**src/rtl/lfsr_seq_gen.sv**
```systemverilog
`default_nettype none
// ============================================================================
// Module   : lfsr_seq_gen
// Purpose  : Parametrised LFSR sequence generator. A start request captures
//            the tap mask, step count and mode, and loads the seed. The
//            register then steps once per cycle, Fibonacci or Galois, until
//            the requested number of steps has been taken. Each new state is
//            marked by a one-cycle num_valid strobe.
// Ports    : clk       - single clock, rising edge
//            rst       - synchronous active-high reset
//            start     - request, accepted only when idle
//            taps      - feedback mask (bit k includes register bit k)
//            seed      - initial register value
//            seq_num   - number of steps to run
//            mode      - 0 = Fibonacci, 1 = Galois
//            hold      - freezes stepping while high during a run
//            num       - current LFSR state (registered)
//            num_valid - high the cycle after each step
//            busy      - high from the cycle after acceptance until idle
//            done      - one-cycle completion pulse
//            err       - last accepted request had zero seed or zero taps
// Revision : 1.0 - initial release
// ============================================================================
module lfsr_seq_gen #(
    parameter int WIDTH = 8,
    parameter int CNT_W = 8
) (
    input  logic             clk,
    input  logic             rst,
    input  logic             start,
    input  logic [WIDTH-1:0] taps,
    input  logic [WIDTH-1:0] seed,
    input  logic [CNT_W-1:0] seq_num,
    input  logic             mode,
    input  logic             hold,
    output logic [WIDTH-1:0] num,
    output logic             num_valid,
    output logic             busy,
    output logic             done,
    output logic             err
);

    typedef enum logic [1:0] {
        ST_IDLE = 2'd0,
        ST_RUN  = 2'd1,
        ST_DONE = 2'd2
    } state_t;

    state_t           r_state;
    state_t           w_state_nxt;

    logic [WIDTH-1:0] r_num;
    logic [WIDTH-1:0] w_num_nxt;
    logic [WIDTH-1:0] r_taps;
    logic [WIDTH-1:0] w_taps_nxt;
    logic [CNT_W-1:0] r_seq_num;
    logic [CNT_W-1:0] w_seq_num_nxt;
    logic [CNT_W-1:0] r_cnt;
    logic [CNT_W-1:0] w_cnt_nxt;
    logic [CNT_W-1:0] w_cnt_inc;
    logic             r_mode;
    logic             w_mode_nxt;
    logic             r_err;
    logic             w_err_nxt;
    logic             r_num_valid;
    logic             w_num_valid_nxt;

    logic             w_fb;
    logic [WIDTH-1:0] w_fib_step;
    logic [WIDTH-1:0] w_gal_step;
    logic [WIDTH-1:0] w_num_step;
    logic             w_req_err;

    // One-step successors of the current state, using the captured taps/mode
    assign w_fb       = ^(r_num & r_taps);
    assign w_fib_step = {r_num[WIDTH-2:0], w_fb};
    assign w_gal_step = {r_num[WIDTH-2:0], 1'b0} ^ (r_num[WIDTH-1] ? r_taps : '0);
    assign w_num_step = r_mode ? w_gal_step : w_fib_step;

    // An all-zero seed or mask would lock the register at zero forever
    assign w_req_err  = (seed == '0) || (taps == '0);

    // The counter never exceeds the captured step count, so this cannot wrap
    assign w_cnt_inc  = r_cnt + CNT_W'(1);

    always_ff @(posedge clk) begin
        if (rst) begin
            r_state     <= ST_IDLE;
            r_num       <= '0;
            r_taps      <= '0;
            r_seq_num   <= '0;
            r_cnt       <= '0;
            r_mode      <= 1'b0;
            r_err       <= 1'b0;
            r_num_valid <= 1'b0;
        end else begin
            r_state     <= w_state_nxt;
            r_num       <= w_num_nxt;
            r_taps      <= w_taps_nxt;
            r_seq_num   <= w_seq_num_nxt;
            r_cnt       <= w_cnt_nxt;
            r_mode      <= w_mode_nxt;
            r_err       <= w_err_nxt;
            r_num_valid <= w_num_valid_nxt;
        end
    end

    always_comb begin
        w_state_nxt     = r_state;
        w_num_nxt       = r_num;
        w_taps_nxt      = r_taps;
        w_seq_num_nxt   = r_seq_num;
        w_cnt_nxt       = r_cnt;
        w_mode_nxt      = r_mode;
        w_err_nxt       = r_err;
        w_num_valid_nxt = 1'b0;

        case (r_state)
            ST_IDLE: begin
                if (start) begin
                    w_taps_nxt    = taps;
                    w_seq_num_nxt = seq_num;
                    w_mode_nxt    = mode;
                    w_num_nxt     = seed;
                    w_cnt_nxt     = '0;
                    w_err_nxt     = w_req_err;
                    // Nothing to step: go straight to the completion cycle
                    if (w_req_err || (seq_num == '0)) begin
                        w_state_nxt = ST_DONE;
                    end else begin
                        w_state_nxt = ST_RUN;
                    end
                end
            end

            ST_RUN: begin
                if (!hold) begin
                    w_num_nxt       = w_num_step;
                    w_cnt_nxt       = w_cnt_inc;
                    w_num_valid_nxt = 1'b1;
                    if (w_cnt_inc == r_seq_num) begin
                        w_state_nxt = ST_DONE;
                    end
                end
            end

            ST_DONE: begin
                w_state_nxt = ST_IDLE;
            end

            default: begin
                w_state_nxt = ST_IDLE;
            end
        endcase
    end

    assign num       = r_num;
    assign num_valid = r_num_valid;
    assign busy      = (r_state != ST_IDLE);
    assign done      = (r_state == ST_DONE);
    assign err       = r_err;

endmodule
`default_nettype wire

```
**config.mk**
```make
export PLATFORM = sky130hd
export DESIGN_NAME = lfsr_seq_gen
export DESIGN_NICKNAME = d
export VERILOG_FILES = /design/src/rtl/lfsr_seq_gen.sv
export SDC_FILE = /design/constraint.sdc
export NUM_CORES = 1
export LEC_CHECK = 0
export BUFFER_PORTS_ARGS = -buffer_cell sky130_fd_sc_hd__buf_2
export CAP_MARGIN = 10
export CORE_UTILIZATION = 30
export CTS_BUF_LIST = sky130_fd_sc_hd__clkbuf_8
export DETAILED_ROUTE_END_ITERATION = 10
export HOLD_SLACK_MARGIN = 0.06
export PLACE_DENSITY = 0.55
export SETUP_SLACK_MARGIN = 0.15
export SLEW_MARGIN = 10
export SYNTH_ARGS = -nofsm -noshare
export SYNTH_HDL_FRONTEND = slang
export SYNTH_SLANG_ARGS = --single-unit
```
**constraint.sdc**
```tcl
create_clock -name clk -period 1.9 [get_ports clk]
set_input_delay 0.095 -clock clk [delete_from_list [all_inputs] [get_ports clk]]
set_output_delay 0.095 -clock clk [all_outputs]
set_load 0.1 [all_outputs]
```
Yosys cells after proc, flatten, opt, wreduce, memory -nomap -nowiden
Index checks and enable logic that the tools add are counted.
{"block": "totals", "word_cells": 45, "input_bits": 29, "regBits": 37, "output_inout_bits": 12}
{"block": "op_classes", "muxes": 14, "reduce_logical": 13, "n_eq_ne": 6, "n_bitwise": 3, "addsub": 1}
{"op": "8-bit 2-to-1 mux", "n": 6}
{"op": "8-bit one-hot mux with 2 select lines", "n": 2}
{"op": "8-bit zero test", "n": 3}
{"op": "8-bit by 1-bit adder with 8-bit output, second input constant", "n": 1}
{"op": "8-bit bitwise AND", "n": 1}
{"op": "8-bit equality test", "n": 1}
{"op": "2-bit 2-to-1 mux", "n": 4}
{"op": "8-bit XOR reduction", "n": 1}
{"op": "8-bit bitwise XOR", "n": 1}
{"op": "2-bit != test, second input constant", "n": 3}
{"op": "3-bit AND reduction", "n": 2}
{"op": "2-bit one-hot mux with 2 select lines", "n": 1}
{"op": "2-bit nonzero test", "n": 2}
{"op": "2-bit by 1-bit equality test with 1-bit output, second input constant", "n": 1}
{"op": "2-bit equality test, second input constant", "n": 1}
{"op": "2-bit zero test", "n": 1}
{"op": "1-bit logical OR", "n": 2}
{"op": "2-bit AND reduction", "n": 1}
{"op": "2-bit OR reduction", "n": 1}
{"op": "1-bit 2-to-1 mux", "n": 1}
{"op": "1-bit inverter", "n": 1}

Logic depth before layout (Yosys ltp)
Gate-level depths: netlist of the first run.
{"block": "logic_depth", "ltp_word": 6, "mapped_depth": 7, "mapped_depth_nobuf": 7}

Worst setup path after synthesis of the first run
OpenSTA, ideal clock, no wires.
{"block": "synth_timing", "path_type": "register -> register", "startpoint": "register r_num[7], in the netlist num[7]", "endpoint": "register r_num[2], in the netlist num[2]", "stages_incl_launch_ff": 8, "setup_time_ns": 0.067, "required_time_ns": 1.833, "period_less_slack_ns": 2.098, "slack_ns": -0.198, "arrival_ns": 2.030, "cell_sequence": "dfxtp_1 > and2_1 > clkbuf_1 > nand2_1 > xor2_1 > a211oi_1 > a21oi_1 > nor2_1"}
{"block": "synth_between", "elab_chain_len": 5}
{"item": "start, declared", "line": "52", "rtl": "logic [WIDTH-1:0] r_num;"}
{"item": "start signal, assigned", "line": "98", "rtl": "r_num <= w_num_nxt;"}
{"item": "8-bit 2-to-1 mux", "line": "77", "rtl": "assign w_gal_step = {r_num[WIDTH-2:0], 1'b0} ^ (r_num[WIDTH-1] ? r_taps : '0);"}
{"item": "8-bit bitwise XOR", "line": "77"}
{"item": "8-bit 2-to-1 mux", "line": "78", "rtl": "assign w_num_step = r_mode ? w_gal_step : w_fib_step;"}
{"item": "8-bit 2-to-1 mux", "line": "137", "rtl": "if (!hold) begin"}
{"item": "8-bit one-hot mux with 2 select lines", "line": "118", "rtl": "case (r_state)"}
No other way between the ends. The select of a mux whose other input is x is not followed.
A chain may end at the register's enable or synchronous reset.

Worst setup path after layout of the first run
{"block": "layout_timing", "startpoint": "register r_cnt[1]", "endpoint": "register r_state[1]"}
{"block": "layout_between", "elab_chain_len": 4}
{"item": "start, declared", "line": "58", "rtl": "logic [CNT_W-1:0] r_cnt;"}
{"item": "start signal, assigned", "line": "101", "rtl": "r_cnt <= w_cnt_nxt;"}
{"item": "8-bit by 1-bit adder with 8-bit output", "line": "84", "rtl": "assign w_cnt_inc = r_cnt + CNT_W'(1);"}
{"item": "8-bit equality test", "line": "141", "rtl": "if (w_cnt_inc == r_seq_num) begin"}
{"item": "2-bit != test (no source line)"}
{"item": "3-bit AND reduction (no source line)"}
{"item": "end signal, assigned", "line": "97", "rtl": "r_state <= w_state_nxt;"}
{"item": "end, declared", "line": "49", "rtl": "state_t r_state;"}
No other way between the ends.

==> impl_metrics.ini, run 1 <==
[final_layout]
n_antenna_cell = 0
multi_input_area_sq_mm = 0.00119
num-fill-cells = 621
synthToLayoutAreaGrowth_pct = 37.2
fin_cells = 390
ff_latch_area_sq_um = 763
fin_nets = 344
drive_above_1_share_pct = 27.9

[worst_setup_path]
required_ns = 2.14
path_class = reg -> reg
path_buf_inv = 0
max_stage_delay_ns = 0.37
crit_chain = ha_4, xor2_2, nor4_2, o2111ai_2, a2111oi_4, o211a_1
path_max_fanout = 4
crit_family = compound AO/OA/AOI/OAI gates
critPathSlowestCell = dfxtp_4
endpoint_kind = flip-flop
worstPathArrival_ns = 2.03
cp-start-kind = flip-flop

[detailed_routing]
dr.pass1.iters = 4
first_iter_violations = 87
wl_per_cell_microns = 13.6
ant_nets = 0
route.detailed.drc = 0
wl_microns = 5290
vias = 1931
vias_per_cell = 4.95

[die]
ios = 41
fp.dieH_microns = 82.0
rows = 28
initial_core_util_pct = 31.6
die_area_sq_mm = 0.00672
die_w_microns = 82.0
core_sq_mm = 0.00606

[global_routing]
overflow = 0
grt_pass1_wl_microns = 8510
grt_pass1_vias = 1752
grt_usage_pct = 16.9
antenna_found_initial = 0
grt_max_degree = 28

[sta]
drv_slew = 0
worst_slew_pin_slew_ns = 0.516
setup_violations = 0
period_share_pct = 93.8
hold_viol = 0
fmax_mhz = 561
finalSetupTns_ns = 0
rsz0062_at_grt = yes
period_minus_slack_ns = 1.78
skew_ns = 0.0108
hold_ws_ns = 0.0854
maxSlewHeadroom_pct = 65.6

[pwr]
p_leak_nw = 1.02
report.power.total_mw = 2.99
max-vdd-ir-drop_uv = 544
power-per-cell-area_mw_per_mm2 = 1140

[place]
numPortBuffers = 40
place_congestion = 0.859
dp_cells = 364
dp_hpwl_microns = 3630

[logic_synthesis]
syn_inst = 251
yosysWarnings = 0
syn_area_per_cell_sq_um = 7.64
synth_cell_types = 38
synth_area_sq_mm = 0.00192
synth_seq_cells = 37
synth_edf_count = 0
yosysTopAreaCellShare_pct = 38.6
synthesis.nets = 281
yosysTopAreaCell = dfxtp_1
async_flop_share_pct = 0
synthMostInstantiatedCell = nand2_1
synth_ff_type = dfxtp_1
yosys-top-cells-count = 54 x nand2_1, 37 x dfxtp_1, 34 x a21oi_1
seq_area_frac_synth_pct = 38.6
netlist_top_cells_area = dfxtp_1 39%, nand2_1 11%, a21oi_1 8.9%, xor2_1 5.9%, nor2_1 5.9%

[clock_network]
clockBufferDepth = 2
cts_buffers = 5
cts_max_level = 2
root_buffer = clkbuf_8
clock_sinks = 37
cts_tree = built
clock_latency_ns = 0.30
clk_pin_slew_ns = 0.09

[job]
drv_cap = 0

[hold_path]
min_path_type = in -> reg

[outcome]
status = finished, final reports clean
==> placed cells by master (no fill, tap or decap), drive strengths merged, types with 3 or more instances in the layout <==
master / count
and2: 3
xnor2: 11
buf: 52
dlygate4sd3: 16
nor4: 5
nor2: 30
a21oi: 34
nand2: 54
a211oi: 8
clkbuf: 6
and3: 4
xor2: 13
nand3: 4
dfxtp: 37
or3: 3
o21ai: 7
==> repair_timing <==
action                     CTS  global route
gates resized for setup      8             6
hold buffers                16             0
hold endpoints to repair    16             0
setup endpoints to repair    2             2
setup buffers                1             1
pin swaps                    4             2
==> state kept, by name, indices dropped and copies added (netlist names) <==
| name | flops |
|---|---|
| num_valid | 1 |
| err | 1 |
| r_seq_num | 8 |
| r_state | 2 |
| r_taps | 8 |
| r_mode | 1 |
| num | 8 |
| r_cnt | 8 |
==> layer usage <==
metal	GRT usage, %	vias to the layer above	routed length [microns]
li1	-	990	-
met2	26.1	45	2350
met5	0	-	0
met3	3.78	6	202
met4	5.96	0	67
met1	22.8	890	2670
==> power by group <==
part	switching [mW]	internal, mW
Combinational	0.886	0.345
Sequential	0.125	0.900
Clock	0.304	0.427
==> cells by family after synthesis <==
group                    Yosys count  synth area share (%)
multiplexers                       1                 0.783
flip-flops                        37                  38.6
buffers and inverters             14                  3.26
AND/OR/NAND/NOR                  114                  26.8
XOR/XNOR                          24                  11.0
adder cells (fa/ha/maj)            1                 0.652
AO/OA/AOI/OAI                     60                  18.9
==> worst reg2reg max path, cell delays in order (launching register included) <==
cell,delay (ns)
dfxtp_4,0.37
ha_4,0.25
xor2_2,0.15
nor4_2,0.24
o2111ai_2,0.19
a2111oi_4,0.36
o211a_1,0.17
==> area by class of cell <==
class / instances / share of cell area (%)
Multi-Input combinational cell: 200 / 45.3
Inverter: 2 / 0.428
Sequential cell: 37 / 29.0
Timing Repair Buffer: 68 / 17.1
Tap cell: 75 / 3.57
Clock inverter: 2 / 1.43
Clock buffer: 6 / 3.14
==> per-stage QoR <==
| step | util [%] | cell area [sq um] | setup slack, ns |
|---|---|---|---|
| 2_1_floorplan | - | 1950 | 0.106 |
| 3_3_place_gp | 37.4 | 2260 | 0.0886 |
| 3_5_place_dp | 37.4 | 2260 | 0.0112 |
| 4_1_cts | 42.7 | 2590 | 0.152 |
| 5_1_grt | 43.4 | 2630 | 0.0167 |
| 6_report | 43.4 | 2630 | 0.118 |
==> path summary, 6_finish.rpt <==
check,start,endpoint,slack (ns),cells past startpoint
setup / recovery,r_cnt[1],r_state[1],0.12,6
setup reg to reg,r_cnt[1],r_state[1],0.12,6
hold reg to reg,r_seq_num[6],r_seq_num[6],0.48,2
hold / removal,seq_num[7],r_seq_num[7],0.09,3
Power figures use the tool's default switching activity.
==> run 2, diff against run 1 <==
--- a/config.mk
+++ b/config.mk
@@ -5,7 +5,7 @@
 export SDC_FILE = /design/constraint.sdc
 export NUM_CORES = 1
 export LEC_CHECK = 0
-export BUFFER_PORTS_ARGS = -buffer_cell sky130_fd_sc_hd__buf_2
+export BUFFER_PORTS_ARGS = -buffer_cell sky130_fd_sc_hd__clkbuf_2
 export CAP_MARGIN = 10
 export CORE_UTILIZATION = 30
 export CTS_BUF_LIST = sky130_fd_sc_hd__clkbuf_8
==> run 2 against run 1 <==
Net effect: clock power rose by 1%; critical path depth did not move; non-clock buffer count down 1; total power decreased by 0.43%; worst hold slack better by 0.11 ns; routed wire length grew 2.1%; combinational power about the same; critical endpoint is now r_state[0]; largest power group unchanged.
==> impl_metrics.ini, run 2 (synthesis gave the netlist of run 1 again) <==
[outcome]
status = finished, final reports clean

[final_layout]
postLayoutCellArea_sq_mm = 0.00261
num-fill-cells = 649
synthToLayoutAreaGrowth_pct = 35.9
n_antenna_cell = 0
fin_nets = 343
layout_common_cells = 54 x nand2_1, 40 x clkbuf_2, 34 x a21oi_1
drive_above_1_share_pct = 26.4
layout_commonest_cell = nand2_1

[worst_setup_path]
endpoint_kind = flip-flop
r2r-end = r_state[0]
rrSetupSlack_ns = 0.11
cp-start-kind = flip-flop
worstPathArrival_ns = 1.96
r2r-start = r_cnt[1]
path_class = reg -> reg
required_ns = 2.07
path_max_fanout = 4
reg2reg_depth = 6

[die]
ios = 41
core_sq_mm = 0.00606
initial_core_util_pct = 31.6
die_area_sq_mm = 0.00672
rows = 28
fp.dieH_microns = 82.0
die_w_microns = 82.0

[detailed_routing]
vias_per_cell = 4.98
dr.pass1.iters = 4
wl_per_cell_microns = 13.9
route.detailed.drc = 0
wl_met2_microns = 2430
routed.top_layer = met4
wl_microns = 5400
ant_nets = 0
first_iter_violations = 95
vias = 1936
wl_met3_microns = 233
wl_met1_microns = 2670

[global_routing]
grt_max_degree = 23
antenna_found_initial = 0
grt_usage_pct = 17.4
overflow = 0
grt_pass1_vias = 1780
grt_pass1_wl_microns = 8760

[place]
dpl_cell_area_sq_mm = 0.00226
place_congestion = 0.879
numPortBuffers = 40
dp_hpwl_microns = 3770

[pwr]
power-per-cell-area_mw_per_mm2 = 1140
p_leak_nw = 1.01
max-vdd-ir-drop_uv = 521

[sta]
finalSetupTns_ns = 0
hold_viol = 0
worst_slew_pin_slew_ns = 0.551
skew_ns = 0.00615
maxSlewHeadroom_pct = 63.4
hold_ws_ns = 0.192
fmax_mhz = 558
drv_slew = 0
period_share_pct = 94.3
rsz0062_at_grt = yes
period_minus_slack_ns = 1.79
setup_violations = 0

[job]
drv_cap = 0

[clock_network]
clockBufferDepth = 2
cts_setup_buffers = 0
clock_latency_ns = 0.30
clk_pin_slew_ns = 0.08
cts_max_level = 2
clock_sinks = 37
cts_tree = built
cts_buffers = 5
root_buffer = clkbuf_8

[hold_path]
hold_path_depth = 4
min_to = r_cnt[7]
min_path_type = in -> reg
min_from = start
-- run 2: layout make-up --
class	count	area (sq um)	area share, %
multi-input cells	200	1170	45.1
well taps	75	93.8	3.60
flip-flops and latches	37	761	29.2
clock inverters	2	37.5	1.44
clock buffers	6	82.6	3.17
inverters	2	11.3	0.432
repair buffers	67	445	17.1
-- run 2: what timing repair did --
item,CTS,global route
gates resized for setup,7,3
hold buffers,17,0
setup endpoints to repair,2,2
endpoints found under the hold margin,17,0
pin swaps,4,1
-- run 2: per-layer routing --
metal | up-vias | GRT usage (%)
met5 | - | 0
met4 | 0 | 5.26
met3 | 5 | 3.11
met2 | 45 | 27.2
met1 | 902 | 24.2
li1 | 984 | -
-- run 2: where the power goes --
part | internal [mW] | switching [mW] | leakage (nW) | total [mW]
Clock | 0.427 | 0.311 | 0.0574 | 0.738
Sequential | 0.901 | 0.126 | 0.309 | 1.03
Combinational | 0.334 | 0.876 | 0.649 | 1.21
Total | 1.66 | 1.31 | 1.01 | 2.98
-- run 2: how the worst max path moves through the flow --
stage | slack, ns | startpoint | endpoint
after floorplan | 0.11 | r_state[1] | done
after global placement | 0.09 | r_cnt[1] | r_state[0]
after detailed placement | 0.04 | r_cnt[1] | r_state[0]
after CTS | 0.16 | r_cnt[7] | r_state[0]
after global routing | 0.03 | r_cnt[1] | r_state[0]
final | 0.11 | r_cnt[1] | r_state[0]
-- run 2: through the flow --
stage / cells / power, mW / util [%] / setup WS (ns)
6_report: 389 / 2.98 / 43.0 / 0.109
5_1_grt: 389 / 3.14 / 43.0 / 0.0256
4_1_cts: 389 / 2.99 / 42.7 / 0.158
3_5_place_dp: 364 / 2.22 / 37.4 / 0.0426
3_3_place_gp: 364 / 2.20 / 37.4 / 0.0875
2_1_floorplan: 251 / 1.94 / - / 0.106
-- run 2: worst max-delay path, cell delays in order (launching register included) --
cell       delay (ns)
dfxtp_2          0.38
ha_4             0.22
xor2_1           0.15
nor4_2           0.27
o2111ai_2        0.20
a2111oi_4        0.33
o31ai_1          0.11
